## config.mk

```make
export PLATFORM = sky130hd
export DESIGN_NAME = ps2_kbd_decoder
export DESIGN_NICKNAME = d
export VERILOG_FILES = /design/src/rtl/ps2_kbd_decoder.sv
export SDC_FILE = /design/constraint.sdc
export NUM_CORES = 1
export LEC_CHECK = 0
export ABC_AREA = 1
export CORE_MARGIN = 5
export CORE_UTILIZATION = 35
export CTS_BUF_LIST = sky130_fd_sc_hd__clkbuf_2 sky130_fd_sc_hd__clkbuf_4 sky130_fd_sc_hd__clkbuf_8
export DETAILED_ROUTE_END_ITERATION = 12
export GPL_ROUTABILITY_DRIVEN = 1
export SYNTH_ARGS = -nofsm -noshare
export SYNTH_HDL_FRONTEND = slang
export SYNTH_SLANG_ARGS = --single-unit
```

## constraint.sdc

```tcl
create_clock -name clk -period 4 [get_ports clk]
set_input_delay 1 -clock clk [delete_from_list [all_inputs] [get_ports clk]]
set_output_delay 1 -clock clk [all_outputs]
set_load 0.005 [all_outputs]
```

## src/rtl/ps2_kbd_decoder.sv

```systemverilog
// PS/2 set-2 keyboard receiver: pin sync, 11-bit frame capture with
// start/odd-parity/stop checking and timeout, then make/break/extended
// tracking and scan-code to ASCII mapping for letters, digits, space, enter.
module ps2_kbd_decoder #(
    parameter int TIMEOUT_CYCLES = 50000
) (
    input  logic       clk,
    input  logic       reset,
    input  logic       ps2_clk,
    input  logic       ps2_data,
    output logic [7:0] kbd_ascii,
    output logic [1:0] state,
    output logic       key_event,
    output logic [7:0] scan_code,
    output logic       frame_err
);

    localparam int TW = $clog2(TIMEOUT_CYCLES + 1);

    typedef enum logic [1:0] {
        S_IDLE  = 2'd0,
        S_SHIFT = 2'd1,
        S_CHECK = 2'd2
    } rx_state_t;

    logic [1:0]  r_clk_sync;
    logic [1:0]  r_dat_sync;
    logic        r_clk_prev;
    logic        w_fall;
    logic        w_dat;

    rx_state_t   r_rx;
    logic [3:0]  r_bit_cnt;
    logic [7:0]  r_shift;
    logic        r_par;
    logic        r_stop;
    logic [TW-1:0] r_tcnt;
    logic        r_dec_vld;
    logic [7:0]  r_dec_byte;

    logic        r_brk;
    logic        r_ext;
    logic [7:0]  r_held;

    // Set-2 make code to ASCII; zero means the key is not mapped.
    function automatic logic [7:0] f_map(input logic [7:0] code);
        case (code)
            8'h1C: f_map = 8'h61;  8'h32: f_map = 8'h62;  8'h21: f_map = 8'h63;
            8'h23: f_map = 8'h64;  8'h24: f_map = 8'h65;  8'h2B: f_map = 8'h66;
            8'h34: f_map = 8'h67;  8'h33: f_map = 8'h68;  8'h43: f_map = 8'h69;
            8'h3B: f_map = 8'h6A;  8'h42: f_map = 8'h6B;  8'h4B: f_map = 8'h6C;
            8'h3A: f_map = 8'h6D;  8'h31: f_map = 8'h6E;  8'h44: f_map = 8'h6F;
            8'h4D: f_map = 8'h70;  8'h15: f_map = 8'h71;  8'h2D: f_map = 8'h72;
            8'h1B: f_map = 8'h73;  8'h2C: f_map = 8'h74;  8'h3C: f_map = 8'h75;
            8'h2A: f_map = 8'h76;  8'h1D: f_map = 8'h77;  8'h22: f_map = 8'h78;
            8'h35: f_map = 8'h79;  8'h1A: f_map = 8'h7A;
            8'h45: f_map = 8'h30;  8'h16: f_map = 8'h31;  8'h1E: f_map = 8'h32;
            8'h26: f_map = 8'h33;  8'h25: f_map = 8'h34;  8'h2E: f_map = 8'h35;
            8'h36: f_map = 8'h36;  8'h3D: f_map = 8'h37;  8'h3E: f_map = 8'h38;
            8'h46: f_map = 8'h39;
            8'h29: f_map = 8'h20;  8'h5A: f_map = 8'h0D;
            default: f_map = 8'h00;
        endcase
    endfunction

    // Two-flop synchronisers on both pins plus a history flop on the clock pin.
    always_ff @(posedge clk or posedge reset) begin
        if (reset) begin
            r_clk_sync <= 2'b00;
            r_dat_sync <= 2'b00;
            r_clk_prev <= 1'b0;
        end else begin
            r_clk_sync <= {r_clk_sync[0], ps2_clk};
            r_dat_sync <= {r_dat_sync[0], ps2_data};
            r_clk_prev <= r_clk_sync[1];
        end
    end

    assign w_fall = r_clk_prev & ~r_clk_sync[1];
    assign w_dat  = r_dat_sync[1];

    // Frame receiver: start bit, 8 data bits LSB first, parity, stop, check.
    always_ff @(posedge clk or posedge reset) begin
        if (reset) begin
            r_rx       <= S_IDLE;
            r_bit_cnt  <= 4'd0;
            r_shift    <= 8'h00;
            r_par      <= 1'b0;
            r_stop     <= 1'b0;
            r_tcnt     <= '0;
            r_dec_vld  <= 1'b0;
            r_dec_byte <= 8'h00;
            frame_err  <= 1'b0;
        end else begin
            frame_err <= 1'b0;
            r_dec_vld <= 1'b0;
            if (w_fall)
                r_tcnt <= '0;
            case (r_rx)
                S_IDLE: begin
                    if (w_fall) begin
                        if (!w_dat) begin
                            r_rx      <= S_SHIFT;
                            r_bit_cnt <= 4'd1;
                        end else begin
                            frame_err <= 1'b1;
                        end
                    end
                end
                S_SHIFT: begin
                    if (w_fall) begin
                        r_bit_cnt <= r_bit_cnt + 4'd1;
                        if (r_bit_cnt <= 4'd8)
                            r_shift <= {w_dat, r_shift[7:1]};
                        else if (r_bit_cnt == 4'd9)
                            r_par <= w_dat;
                        else begin
                            r_stop <= w_dat;
                            r_rx   <= S_CHECK;
                        end
                    end else if (r_tcnt == TW'(TIMEOUT_CYCLES)) begin
                        frame_err <= 1'b1;
                        r_rx      <= S_IDLE;
                        r_bit_cnt <= 4'd0;
                        r_tcnt    <= '0;
                    end else begin
                        r_tcnt <= r_tcnt + 1'b1;
                    end
                end
                S_CHECK: begin
                    if ((^{r_shift, r_par}) && r_stop) begin
                        r_dec_vld  <= 1'b1;
                        r_dec_byte <= r_shift;
                    end else begin
                        frame_err <= 1'b1;
                    end
                    r_rx      <= S_IDLE;
                    r_bit_cnt <= 4'd0;
                end
                default: begin
                    r_rx      <= S_IDLE;
                    r_bit_cnt <= 4'd0;
                end
            endcase
        end
    end

    // Decoder: prefix flags, latest-key tracking and ASCII/state outputs.
    always_ff @(posedge clk or posedge reset) begin
        if (reset) begin
            r_brk     <= 1'b0;
            r_ext     <= 1'b0;
            r_held    <= 8'h00;
            kbd_ascii <= 8'h00;
            state     <= 2'b00;
            scan_code <= 8'h00;
            key_event <= 1'b0;
        end else begin
            key_event <= 1'b0;
            if (r_dec_vld) begin
                if (r_dec_byte == 8'hE0) begin
                    r_ext <= 1'b1;
                end else if (r_dec_byte == 8'hF0) begin
                    r_brk <= 1'b1;
                end else begin
                    scan_code <= r_dec_byte;
                    if (r_ext) begin
                        // Extended keys (arrows etc.) are not tracked at all.
                        r_ext <= 1'b0;
                        r_brk <= 1'b0;
                    end else if (!r_brk) begin
                        // Typematic repeats of the held key leave outputs alone.
                        if ((r_dec_byte != r_held) || (state == 2'b00)) begin
                            r_held    <= r_dec_byte;
                            kbd_ascii <= f_map(r_dec_byte);
                            state     <= (f_map(r_dec_byte) != 8'h00) ? 2'b01 : 2'b11;
                            key_event <= 1'b1;
                        end
                    end else begin
                        if (r_dec_byte == r_held)
                            state <= 2'b00;
                        r_brk <= 1'b0;
                    end
                end
            end
        end
    end

endmodule

```

## After elaboration in Yosys (flattened, before gate mapping)

Memories as Yosys holds them, arrays and structs flattened.
Cells that the tools add are included.

| storage, ports and cells | value |
|---|---|
| ROM bits | 1792 |
| memories kept | 2 |
| output and inout port bits | 20 |
| flip-flop bits (word level) | 76 |
| bits of input ports | 4 |
| logic and storage cells | 110 |

| operators by class | value |
|---|---|
| add/sub/neg operators | 2 |
| magnitude comparators | 1 |
| reductions and logical operators | 18 |
| muxes and demuxes | 45 |
| eq/ne operators | 15 |
| bitwise operators | 8 |

Memory list:

| memory | depth | bits a word | rd ports | clocked after memory_dff | write ports | RTL line | text |
|---|---|---|---|---|---|---|---|
| (no name shown) | 128 | 7 | 1 | 0 | 0 | 47 | `case (code)` |
| (no name shown) | 128 | 7 | 1 | 0 | 0 | 47 |  |

Operator list:

| kind | count |
|---|---|
| $mux W16 | 4 |
| $mux W8 | 8 |
| $mux W2 | 10 |
| $add A16 B1 Y16 const B | 1 |
| $eq A16 B16 Y1 const B | 1 |
| $eq A8 B8 Y1 const B | 2 |
| $mux W1 | 16 |
| $mux W4 | 4 |
| $reduce_and A6 Y1 | 2 |
| $ne A3 B3 Y1 const B | 3 |
| $reduce_and A3 Y1 | 3 |
| $reduce_xor A9 Y1 | 1 |
| $eq A8 B8 Y1 | 1 |
| $ne A8 B8 Y1 | 1 |
| $pmux W4 S2 | 1 |
| $reduce_and A4 Y1 | 2 |
| $reduce_bool A8 Y1 | 1 |
| $not A1 Y1 | 7 |
| $ne A2 B2 Y1 const B | 3 |
| $reduce_and A2 Y1 | 3 |
| $reduce_and A5 Y1 | 1 |
| $add A4 B1 Y4 const B | 1 |
| $eq A4 B4 Y1 const B | 1 |
| $le A4 B4 Y1 const B | 1 |
| other kinds (10) | 11 |

## Longest topological paths before layout

| depth | value |
|---|---|
| depth in word-level cells | 12 |
| gate-level depth with buffers | 14 |
| mapped depth without buffers | 14 |

## Least setup slack after synthesis

Ideal clock, no wire load.

| timing path | value |
|---|---|
| kind | register to register |
| start | reg r_dec_byte[1] |
| end | reg state[1] |
| cell stages (with the launch flop) | 14 |
| clock period less this slack | 1758 ps |
| setup time | 116 ps |
| path slack | 2242 ps |
| required time | 3884 ps |
| buffers on the path | 0 |
| arrival time | 1642 ps |
| path through | dfrtp_1 > inv_1 > ha_1 > nand2_1 > a21oi_1 > nand2_1 > nand2_1 > nand3_1 > nand2_1 > nand2_1 > nand2_1 > nor2_1 > nand2_1 > nand2_1 |

| on the way | value |
|---|---|
| longest elaborated chain between the ends | 12 |
| elaborated cells between the ends (all ways) | 22 |
| those cells by class | 5 x eq/ne; 10 x mux; 2 x bitwise; 4 x reduce/logical; 1 x memory |

RTL lines:

| what | RTL line | text |
|---|---|---|
| from (decl) | 39 | `logic [7:0] r_dec_byte;` |
| from (signal assigned) | 133 | `r_dec_byte <= r_shift;` |
| $mem_v2 Z128 W7 | n/a |  |
| $mux W8 | 47 |  |
| $mux W8 | 173 | `if ((r_dec_byte != r_held) \|\| (state == 2'b00)) begin` |
| $mux W8 | 171 | `end else if (!r_brk) begin` |
| $mux W8 | 167 | `if (r_ext) begin` |
| $mux W8 | 163 | `end else if (r_dec_byte == 8'hF0) begin` |
| $mux W8 | 161 | `if (r_dec_byte == 8'hE0) begin` |
| $mux W8 | 160 | `if (r_dec_vld) begin` |
| $reduce_bool A8 Y1 | 176 | `state <= (f_map(r_dec_byte) != 8'h00) ? 2'b01 : 2'b11;` |
| $mux W2 | 176 |  |
| $mux W2 | 173 |  |
| $mux W2 | 171 |  |
| to (signal assigned) | 176 |  |
| to (decl) | 12 | `output logic [1:0] state,` |

Parallel ways exist; a longest one is shown, timed or not. The select of a mux whose other input is x is not followed.
A chain may end at the register's enable or synchronous reset.

## Worst setup path in the final report

| timing path | value |
|---|---|
| start | reg r_dec_byte[3] |
| end | reg kbd_ascii[3] |

| on the way | value |
|---|---|
| longest elaborated chain between the ends | 3 |
| elaborated cells between the ends (all ways) | 9 |
| those cells by class | 3 x eq/ne; 1 x mux; 2 x bitwise; 2 x reduce/logical; 1 x memory |

RTL lines:

| what | RTL line | text |
|---|---|---|
| branches (longest 3 deep; another with $mem_v2 Z128 W7) | n/a |  |
| to (signal assigned) | 175 | `kbd_ascii <= f_map(r_dec_byte);` |
| to (decl) | 11 | `output logic [7:0] kbd_ascii,` |

Several ways; the timed one is not identified.

==> flow_metrics.tcl <==
set metrics [dict create \
    pwr-share-comb_pct 19.7 \
    hold_path_class "reg2reg" \
    grt_usage_pct 14.0 \
    regToRegEndpoint "kbd_ascii[3]$_DFFE_PP0P_" \
    power_density_nw_per_um2 390 \
    power.switching_w 0.000600 \
    postSynthCellCount 567 \
    fmax_ghz 0.378 \
    yosys_warnings 0 \
    holdPathStages 0 \
    criticalPathCategory "reg2reg" \
    synth_flop_cell "dfrtp_1" \
    ff2ff_path_depth 9 \
    grt_overflow_total 0 \
    ios 24 \
    reg2reg_setup_slack_ps 1360 \
    cts_tree "done" \
    synth_edf_count 0 \
    clockRootBuffer "clkbuf_8" \
    route.antenna.remaining_nets 0 \
    min_to "r_dat_sync[1]$_DFF_PP0_" \
    hold_buffers 0 \
    synth_nets 583 \
    path_max_fanout 23 \
    gp_congestion 0.889 \
    status "finished, final reports clean" \
    ys_ff_latch 75 \
    synth.yosys.seq_area_share_pct 44.2 \
    dieWidth_um 120 \
    via_count 3626 \
    fin_nets 600 \
    critPathCaptureType "flop" \
    ctsResizeCount 0 \
    period_share_pct 66.1 \
    postCtsSetupRepairBufs 0 \
    cts.sinks 75 \
    p_int_w 0.00125 \
    wirelength_mm 9.57 \
    maxSlewHeadroom_pct 47.6 \
    vdd_ir_drop_max_mv 0.252 \
    num_rows 40 \
    grt_max_degree 41 \
    hold_slack_ps 353 \
    antenna_found_initial 0 \
    start_util_pct 35.5 \
    final-setup-viol-count 0 \
    path_clk_slew_ps 80 \
    routed-wl-met2_mm 4.65 \
    drtIter0Drc 263 \
    r2r-start "r_dec_byte[3]$_DFFE_PP0P_" \
    avgSynthCellArea_um2 7.49 \
    wl_met1_mm 4.38 \
    numCtsBuffers 9 \
    wire_per_inst_um 13.0 \
    wl_met3_um 391 \
    synth.cell_area_um2 4240 \
    drv_slew 0 \
    cap_viol_max_count 0 \
    drcViolationCount 0 \
    rsz0062_at_grt "false" \
    core_area_um2 12000 \
    p_clk_share_pct 32.0 \
    arrival_ps 2880 \
    dr.pass1.iters 4 \
    async_reset_ff_share_pct 100 \
    fp.dieH_um 120 \
    top_layer "met4" \
    start_kind "flop" \
    grt_pass1_wl_mm 16.7 \
    tightest_slew_ps 785 \
    ctsHtreeMaxLevel 3 \
    via_per_inst 4.93 \
    power_leakage_nw 2.28 \
    pwr-share-seq_pct 48.3 \
    fin_worst_skew_ps 11.5 \
    clockBufferDepth 2 \
    drive_above_1_share_pct 7.13 \
    period_needed_ps 2640 \
    fin_setup_tns_ps 0 \
    grt_pass1_vias 3654 \
    final_hold_viol_count 0 \
    num_antenna_cells 0 \
    cp.required_ps 4230 \
    hp-start "r_dat_sync[0]$_DFF_PP0_" \
    area_growth_pct 11.8 \
    fp.dieArea_um2 14400 \
    sw_frac_of_total_pct 32.4 \
    portBuffers 22 \
    dpl.hpwl_mm 6.87 \
    clock_latency_ps 360 \
    ys_types 32 \
]
-- sequential cells by signal, indices dropped and copies added (netlist names), 4 cells and up --
| signal | cells |
|---|---|
| r_tcnt | 16 |
| r_dec_byte | 8 |
| r_held | 8 |
| r_shift | 8 |
| scan_code | 8 |
| kbd_ascii | 7 |
| r_bit_cnt | 4 |
-- metal layers --
| layer | track usage (%) | up-vias |
|---|---|---|
| met5 | 0 | - |
| met4 | 4.72 | 0 |
| met3 | 3.44 | 13 |
| met2 | 24.2 | 61 |
| met1 | 17.0 | 1704 |
| li1 | - | 1848 |
-- per-stage QoR --
stage               setup slack (ps)  power [W]  cell area [um2]  utilization (%)  instances
finish                          1360    0.00185             4750             39.7        736
global route                    1010    0.00200             4750             39.7        736
CTS                             1330    0.00188             4750             39.7        736
detailed placement              1370    0.00128             4550             38.0        720
global placement                1460    0.00126             4550             38.0        720
floorplan                       1090    0.00119             4240                -        567
-- placed cells by master, fill, tap and decap left out, types with 10 or more instances in the layout --
cell type	Yosys	layout
nand2_1	201	201
dfrtp_1	75	75
nand3_1	64	64
inv_1	59	58
o21ai_0	41	41
clkdlybuf4s50_1	0	22
nor2_1	21	21
a21oi_1	15	15
ha_1	12	12
o21ai_2	10	10
-- critical path, cell delays in order, from the launching register on --
cell	delay, ps
dfrtp_1	810
inv_2	310
nand2_1	120
nor2_1	50
nand4_1	150
nand4_1	140
nor2_2	400
inv_2	300
nand2_1	160
o21ai_2	60
-- area by class of cell --
class | instances | area [um2]
tap | 147 | 184
fill | 1260 | 7220
inverter | 64 | 240
clock buffer | 9 | 124
sequential | 75 | 1880
multi-input combinational | 411 | 2010
clock inverter | 7 | 73.8
timing repair buffer | 23 | 240
-- cell usage after synthesis, types with 2 or more instances --
cell	instances	share of area (%)
nor3_1	3	0.35
buf_2	6	0.71
o21a_1	2	0.35
buf_6	4	1.1
ha_1	12	3.5
nand2_1	201	18
o21ai_0	41	4.8
or2_2	2	0.29
xor2_1	4	0.83
nand3_1	64	7.5
inv_2	5	0.44
inv_1	59	5.2
nor2_2	4	0.59
a21oi_1	15	1.8
nor2_1	21	1.9
o21ai_2	10	2.1
o21ai_1	3	0.35
dfrtp_1	75	44
xnor2_1	9	1.9
o22ai_1	4	0.59
buf_4	5	0.88
nand4_1	7	1.0
clkbuf_1	2	0.18
-- power groups by stage --
stage          Clock [W]  Combinational [W]  Sequential [W]
2_1_floorplan          0           0.000297        0.000896
3_3_place_gp           0           0.000357        0.000908
3_5_place_dp           0           0.000369        0.000909
4_1_cts         0.000619           0.000372        0.000894
5_1_grt         0.000653           0.000436        0.000910
6_report        0.000593           0.000365        0.000894
-- worst max-delay path by stage --
stage                                          from                  endpoint  slack (ps)  depth (start not counted)
after global routing      r_dec_byte[3]$_DFFE_PP0P_  kbd_ascii[3]$_DFFE_PP0P_        1010                          9
after global placement    r_dec_byte[3]$_DFFE_PP0P_      state[1]$_DFFE_PP0P_        1460                          9
final                     r_dec_byte[3]$_DFFE_PP0P_  kbd_ascii[3]$_DFFE_PP0P_        1360                          9
after floorplan                               reset       frame_err$_DFF_PP0_        1090                          1
after detailed placement  r_dec_byte[3]$_DFFE_PP0P_  kbd_ascii[3]$_DFFE_PP0P_        1370                          9
after CTS                 r_dec_byte[3]$_DFFE_PP0P_  kbd_ascii[3]$_DFFE_PP0P_        1330                          9
-- cells by family after synthesis --
family / after synthesis / share of synthesized area, %
flops: 75 / 44.2
compound gates: 81 / 11.1
fa+ha+maj: 12 / 3.54
buf+inv: 81 / 8.49
simple gates: 304 / 29.9
xor+xnor: 13 / 2.68
other cells: 1 / 0.0884
No activity file was read; power rests on OpenSTA's default activity.
